$ cat config.mk
export PLATFORM = sky130hd
export DESIGN_NAME = neurex_load_ctrl
export DESIGN_NICKNAME = d
export VERILOG_FILES = /design/src/rtl/neurex_load_ctrl.sv
export SDC_FILE = /design/constraint.sdc
export NUM_CORES = 2
export LEC_CHECK = 0
export ABC_AREA = 1
export CORE_MARGIN = 1
export CORE_UTILIZATION = 56
export CTS_CLUSTER_DIAMETER = 60
export DETAILED_ROUTE_END_ITERATION = 6
export DONT_BUFFER_PORTS = 1
export PLACE_DENSITY_LB_ADDON = 0.3
export SETUP_SLACK_MARGIN = 0.4
export SYNTH_ARGS = -nofsm -noshare
export SYNTH_HDL_FRONTEND = slang
export SYNTH_SLANG_ARGS = --single-unit
$ cat constraint.sdc
create_clock -name clk -period 6.8 [get_ports clk]
set_input_delay 2.04 -clock clk [delete_from_list [all_inputs] [get_ports clk]]
set_output_delay 2.04 -clock clk [all_outputs]
set_load 0.05 [all_outputs]
$ cat src/rtl/neurex_load_ctrl.sv
// neurex_load_ctrl: operand load sequencer for the NEUREX systolic array.
// Accepts a GEMM job (num_in x num_common x num_out) and streams the input
// and weight buffers out as two independent address streams, four operands
// per beat. Once both streams have drained, the controller waits for the
// array pipeline to empty and then pulses done.
// Optional feature: define NEUREX_LOAD_CTRL_PERF_EN to add the stall_cnt
// performance counter output.
module neurex_load_ctrl #(
  parameter int SYS_ROW    = 4,
  parameter int SYS_COL    = 4,
  parameter int DATA_WIDTH = 16,
  parameter int ADDR_WIDTH = 16,
  parameter int IN_BASE    = 0,
  parameter int W_BASE     = 0
) (
  input  logic                  clk,
  input  logic                  rstn,
  input  logic                  start,
  input  logic                  abort,
  input  logic [DATA_WIDTH-1:0] num_in,
  input  logic [DATA_WIDTH-1:0] num_common,
  input  logic [DATA_WIDTH-1:0] num_out,
  output logic                  in_en,
  input  logic                  in_rdy,
  output logic [ADDR_WIDTH-1:0] in_addr,
  output logic                  w_en,
  input  logic                  w_rdy,
  output logic [ADDR_WIDTH-1:0] w_addr,
  output logic                  busy,
  output logic                  done,
  output logic                  err
`ifdef NEUREX_LOAD_CTRL_PERF_EN
  ,
  output logic [31:0]           stall_cnt
`endif
);

  localparam int CW        = 2 * DATA_WIDTH;
  localparam int DRAIN_LEN = SYS_ROW + SYS_COL;
  localparam int DCW       = $clog2(DRAIN_LEN + 1);

  typedef enum logic [1:0] {IDLE, LOAD, DRAIN, DONE} state_t;

  state_t          state, state_nxt;
  logic [CW-1:0]   in_prod, w_prod, in_beats, w_beats;
  logic [CW-1:0]   in_cnt, w_cnt, in_cnt_nxt, w_cnt_nxt;
  logic [DCW-1:0]  drain_cnt;
  logic            err_r;
  logic            start_ok, zero_dim, in_xfer, w_xfer;

  // Job acceptance, beat-count arithmetic and per-stream handshakes.
  // The +3 rounding is done as a shift plus a carry bit from the low bits so
  // the full-width product can never overflow the count register.
  always_comb begin
    start_ok   = (state == IDLE) && start;
    zero_dim   = (num_in == '0) || (num_common == '0) || (num_out == '0);
    in_prod    = CW'(num_in) * CW'(num_common);
    w_prod     = CW'(num_common) * CW'(num_out);
    in_beats   = (in_prod >> 2) + CW'(|in_prod[1:0]);
    w_beats    = (w_prod >> 2) + CW'(|w_prod[1:0]);
    in_xfer    = in_en && in_rdy;
    w_xfer     = w_en && w_rdy;
    in_cnt_nxt = in_xfer ? in_cnt - CW'(1) : in_cnt;
    w_cnt_nxt  = w_xfer ? w_cnt - CW'(1) : w_cnt;
  end

  // State register.
  always_ff @(posedge clk or negedge rstn) begin
    if (!rstn) state <= IDLE;
    else       state <= state_nxt;
  end

  // Next-state logic; abort overrides every other transition outside IDLE.
  always_comb begin
    state_nxt = state;
    case (state)
      IDLE:  if (start) state_nxt = zero_dim ? DONE : LOAD;
      LOAD:  if (abort) state_nxt = IDLE;
             else if ((in_cnt_nxt == '0) && (w_cnt_nxt == '0)) state_nxt = DRAIN;
      DRAIN: if (abort) state_nxt = IDLE;
             else if (drain_cnt == DCW'(DRAIN_LEN - 1)) state_nxt = DONE;
      DONE:  state_nxt = IDLE;
      default: state_nxt = IDLE;
    endcase
  end

  // Output decode; done/err are suppressed when the DONE cycle is aborted.
  always_comb begin
    in_en = (state == LOAD) && (in_cnt != '0);
    w_en  = (state == LOAD) && (w_cnt != '0);
    busy  = (state != IDLE);
    done  = (state == DONE) && !abort;
    err   = (state == DONE) && err_r && !abort;
  end

  // Stream counters and addresses; a new job restarts both streams at base.
  always_ff @(posedge clk or negedge rstn) begin
    if (!rstn) begin
      in_cnt    <= '0;
      w_cnt     <= '0;
      in_addr   <= ADDR_WIDTH'(IN_BASE);
      w_addr    <= ADDR_WIDTH'(W_BASE);
      drain_cnt <= '0;
      err_r     <= 1'b0;
    end else if (start_ok) begin
      in_cnt    <= zero_dim ? '0 : in_beats;
      w_cnt     <= zero_dim ? '0 : w_beats;
      in_addr   <= ADDR_WIDTH'(IN_BASE);
      w_addr    <= ADDR_WIDTH'(W_BASE);
      drain_cnt <= '0;
      err_r     <= zero_dim;
    end else begin
      if (in_xfer) begin
        in_cnt  <= in_cnt_nxt;
        in_addr <= in_addr + ADDR_WIDTH'(1);
      end
      if (w_xfer) begin
        w_cnt  <= w_cnt_nxt;
        w_addr <= w_addr + ADDR_WIDTH'(1);
      end
      if (abort && (state != IDLE)) begin
        in_cnt <= '0;
        w_cnt  <= '0;
      end
      drain_cnt <= (state == DRAIN) ? drain_cnt + DCW'(1) : '0;
    end
  end

`ifdef NEUREX_LOAD_CTRL_PERF_EN
  // Saturating count of LOAD cycles where an active stream is back-pressured.
  always_ff @(posedge clk or negedge rstn) begin
    if (!rstn) begin
      stall_cnt <= '0;
    end else if (start_ok) begin
      stall_cnt <= '0;
    end else if ((state == LOAD) && ((in_en && !in_rdy) || (w_en && !w_rdy))
                 && (stall_cnt != '1)) begin
      stall_cnt <= stall_cnt + 32'd1;
    end
  end
`endif

endmodule

======== Yosys cells after proc, flatten, opt, wreduce, memory -nomap -nowiden ========
Cells that the tools add are included.
W data, S select, Z words.
storage, ports and cells
  register bits after elaboration ......... 103
  word-level logic and storage cells ...... 75
  output and inout bits ................... 37
cells by class
  reduce and logical (&&, ||, !) cells .... 29
  $add $sub $neg .......................... 7
  muxes and demuxes ....................... 23
  equal/unequal tests ..................... 7
  multipliers ............................. 2
operators with widths
  operator                 number
  $mux W32                 8
  $logic_not A32 Y1        2
  $mul A16 B16 Y32         2
  $mux W16                 4
  $reduce_bool A32 Y1      2
  $sub A32 B1 Y32 const B  2
  $add A30 B1 Y31          2
  $mux W31                 2
  $logic_not A16 Y1        3
  $add A16 B1 Y16 const B  2
  $mux W2                  6
  $logic_and A1 B1 Y1      10
  $mux W4                  2
  $pmux W2 S4              1
  $ne A3 B3 Y1 const B     2
  $reduce_bool A2 Y1       3
  $reduce_bool A3 Y1       2
  $add A4 B1 Y4 const B    1
  $eq A2 B2 Y1 const B     2
  $eq A4 B3 Y1 const B     1
  $reduce_or A2 Y1         2
  $reduce_and A3 Y1        1
  $eq A2 B1 Y1 const B     1
  $logic_not A2 Y1         1
  other kinds (3)          4

======== Logic depth before layout (Yosys ltp) ========
  depth after elaboration ................. 9
  depth in mapped cells ................... 33
  mapped depth without buffers ............ 31

======== Least setup slack after synthesis ========
OpenSTA, ideal clock, no wires.
  kind .................................... input to register
  start point ............................. input num_out[1]
  end point ............................... register w_cnt[19]
  data required time ...................... 6670 ps
  setup slack ............................. -901 ps
  data arrival time ....................... 7571 ps
  setup time .............................. 130 ps
  stages .................................. 25
  path through ............................ clkbuf_1 > clkbuf_1 > nand2_1 > fa_1 > fa_1 > fa_1 > fa_1 > inv_1 > fa_1 > inv_1 > fa_1 > inv_1 > ha_1 > nand2_1 > nor2_1 > nand3_1 > nand3b_2 > xor2_1 > nand2_1 > nor2_2 > nand2_1 > o21ai_2 > nand3_1 > nand2_1 > o21ai_1
between the ends
  cells in the longest elaborated chain, start to end .. 5
ends and longest elaborated chain
  item                    line  text
  start: declaration      22    input logic [DATA_WIDTH-1:0] num_out,
  $mul A16 B16 Y32        58    w_prod = CW'(num_common) * CW'(num_out);
  $reduce_or A2 Y1        60    w_beats = (w_prod >> 2) + CW'(|w_prod[1:0]);
  $add A30 B1 Y31         60
  $mux W31 *              107   w_cnt <= zero_dim ? '0 : w_beats;
  $mux W32 *              105   end else if (start_ok) begin
  end signal: assignment  107
  end signal: assignment  118   w_cnt <= w_cnt_nxt;
  end: declaration        46    logic [CW-1:0] in_cnt, w_cnt, in_cnt_nxt, w_cnt_nxt;
Every way passes the cells marked *; elsewhere a longest branch is shown, timed or not.
A chain may end at the register's enable or synchronous reset.

======== Worst setup path after layout ========
  start point ............................. input num_out[4]
  end point ............................... register w_cnt[30]
between the ends
  cells in the longest elaborated chain, start to end .. 4
ends and longest elaborated chain
  item                                                          line
  $mul A16 B16 Y32 / $logic_not A16 Y1 (equally long branches)  58, 56
  $add A30 B1 Y31 / $logic_or A1 B1 Y1 (equally long branches)  60, 56
  $mux W31 *                                                    107
  $mux W32 *                                                    105
Marked as above.

==> impl_results.md <==
* Outcome: finished with violations
* Failing checks: negative setup slack
* DRC violations left at 0
* Max_cap viols at 0
* Clock skew at 0.0102 ns
* Signal arrival time at the worst endpoint at approximately 7.5 ns
* Yosys cell types at just under 50
* Floorplan core area at ~48000 um2
* Slew HR at about a fifth
* Yosys Warn Count at 0
* Final setup fails at 40
* Req. time, crit path at around 7 ns
* Post-synth EDFFs at 0
* Post-Synthesis Cells at between 4000 and 5000
* Syn_nets at between 4000 and 5000
* HPWL after DPL at roughly 60000 um
* Top cell family by delay on the critical path: adder cells
* First-pass DRT Iterations at 7
* Setup crit start kind: input port
* Clk Latency, worst-skew pair at between 0.3 and 0.4 ns
* Syn Area/Cell at ~6.7 um2
* Fill count at around 4000
* CP peak stage delay at 0.54 ns
* Max Fclk at 0.140 GHz
* Setup TNS at -8.56 ns
* Area grow syn2layout at 17.3%
* Final hold vios at 0
* Slew Limit Fails at 0
* Post-CTS Hold Fix Bufs at 0
* DIE HEIGHT at around 220 um
* Clock buffer depth at 2
* Average vias per placed instance at 5.47
* CTS clk-pin slew, worst paths at approximately 0.080 ns
* Largest net degree at the start of global routing at about 100
* Register bit total from synthesis at between 100 and 150
* CP max FO at 17
* # diodes at 0
* Worst path bufs/invs at 6
* Worst-Margin Slew at between 1 and 1.5 ns
* Final antenna-violating net count at 0
* Final min period at approximately 7 ns
* Ports at 91
* CTS H-tree lvls at 3
* Clk sinks at about 100
* Critical path class: input port to flip-flop
* Worst min path class: flip-flop to flip-flop
* Initial Util at a little under three fifths
* Seq/Total Area, Yosys at around a tenth
* Share of layout cells above drive strength 1 at 18.2%
* Routability cong. at a little under 1
* Die extent in x at 224 um
* Overall routing resource usage at approximately 32%
* Async set or reset register ratio after synthesis at 100%
* Critical path capture point type: flip-flop
* Final #Nets at 4876
* Die area at 50000 um2
* Root Buffer: clkbuf_16
* Initial antenna violation count at 0
* Rows at 80
* Placed cell areas at 29900 um2
* Most numerous cell on the critical path: fa_1
* GRT overflow at 0
* TritonCTS clock tree: built
* Post-Synthesis Cell Area at about 27000 um2
* Routed wire length at between 80000 and 90000 um
* Top_reg_cell synth: dfrtp_1
* CTS Buf Count at 9
* Wire length per cell at 16.8 um
* Period utilisation layout at 105%
* Setup ws final at -0.346 ns
* Vias in the first global route at approximately 27000
* Vias at around 26000
* Port Buffers at 0
* First-pass GRT wire length at between 100000 and 150000 um
* First DRT Iteration DRCs at between 2000 and 2500
* Design area at 32300 um2
* Slowest CP cell: fa_1
* RSZ-0062 raised after global routing: yes
[registers in the layout, indices dropped and copies added, names as in the netlist]
signal	count
drain_cnt	4
err_r	1
in_addr	16
in_cnt	32
state	2
w_addr	16
w_cnt	32
[layout make-up]
type | count | area (um2) | area share [%]
clock buffer | 9 | 225 | 0.698
clock inverter | 7 | 88.8 | 0.275
inverter | 948 | 3580 | 11.1
multi-input combinational | 2895 | 23000 | 71.2
sequential | 103 | 2580 | 7.99
tap | 615 | 769 | 2.39
timing repair buffer | 258 | 2050 | 6.35
[worst reg2reg max path, cell delays in order, from the launching register on]
cell	delay, ns
dfrtp_1	0.38
inv_1	0.13
ha_1	0.24
nand2_1	0.08
nor2_1	0.05
nand2_2	0.08
nor2_4	0.05
nor2_4	0.39
nand2_2	0.59
nor3_2	0.34
nand2_1	0.13
nor2_2	0.14
inv_2	0.08
nor2_4	0.15
nand3_1	0.13
a21oi_1	0.17
o21a_1	0.13
[cells in the mapped netlist, types with 7 or more instances]
library cell	n	area share [%]
nor2_1	304	4.2
buf_2	9	0.16
o21ai_0	89	1.6
xnor2_1	16	0.51
nand2_1	1303	18
nor4_1	17	0.39
ha_1	219	10
clkbuf_1	144	2.0
inv_1	939	13
nor2_2	20	0.46
fa_1	388	28
xor2_1	36	1.1
nand4_1	60	1.4
xor2_2	8	0.47
nand3_2	8	0.29
o211ai_1	8	0.22
nor2_4	8	0.33
nor3_1	34	0.62
a31oi_1	7	0.16
nand3_1	185	3.4
o22ai_1	11	0.25
a21oi_1	92	1.7
o21ai_1	12	0.22
dfrtp_1	103	9.4
[layout by cell type, fill, tap and decap left out, types with 66 or more instances in the layout]
master / count
nor2_1: 238
buf_4: 231
nand2_1: 1161
nand2_2: 100
nand3_1: 156
dfrtp_1: 103
ha_1: 193
fa_1: 377
inv_1: 872
inv_2: 66
[per-stage QoR]
step / util (%) / hold slack [ns] / std cells / setup slack (ns)
after floorplan: - / 0.431 / 4106 / -0.462
after global placement: 62.2 / 0.452 / 4769 / -0.635
after detailed placement: 62.2 / 0.461 / 4769 / -0.687
after CTS: 64.6 / 0.471 / 4810 / -0.146
after global routing: 67.1 / 0.489 / 4835 / -0.541
final: 67.1 / 0.467 / 4835 / -0.346
[kinds of logic (layout without fill, tap and decap cells)]
kind of cell             Yosys count  after routing  synth area share, %
buffers and inverters           1108           1222                 15.3
adder cells (fa/ha/maj)          607            607                 38.2
XOR/XNOR                          60             60                 2.13
AND/OR/NAND/NOR                 1976           1976                 29.9
flip-flops                       103            103                 9.38
AO/OA/AOI/OAI                    252            252                 5.08
[path summary, 6_finish.rpt]
path | from | end | slack, ns | cells after the start
max | num_out[4] | w_cnt[30] | -0.35 | 28
min | drain_cnt[0] | drain_cnt[0] | 0.47 | 1
max reg2reg | in_cnt[0] | in_addr[14] | 3.50 | 16
min reg2reg | drain_cnt[0] | drain_cnt[0] | 0.47 | 1
max in group asynchronous | rstn | w_cnt[22] | 5.26 | 0
min in group asynchronous | rstn | in_addr[10] | 1.36 | 0
[per-layer routing]
metal / track usage, % / part of all wire [%] / vias to the layer above / wire length [um]
li1: - / - / 12440 / -
met1: 39.9 / 39 / 12666 / 31300
met2: 56.5 / 50 / 1097 / 40400
met3: 5.85 / 7.9 / 228 / 6420
met4: 10.8 / 3.8 / 0 / 3090
met5: 0 / 0 / - / 0
[repair_timing]
action                                  CTS  global route
endpoints found under the setup margin   44            45
gates resized for setup                 187           293
pin swaps                                96           157
buffers inserted                         25            25
endpoints found under the hold margin     0             0
Power is left out: the tool's default activity adds up to more than one toggle a clock period on the data nets, which glitch-free logic cannot reach.
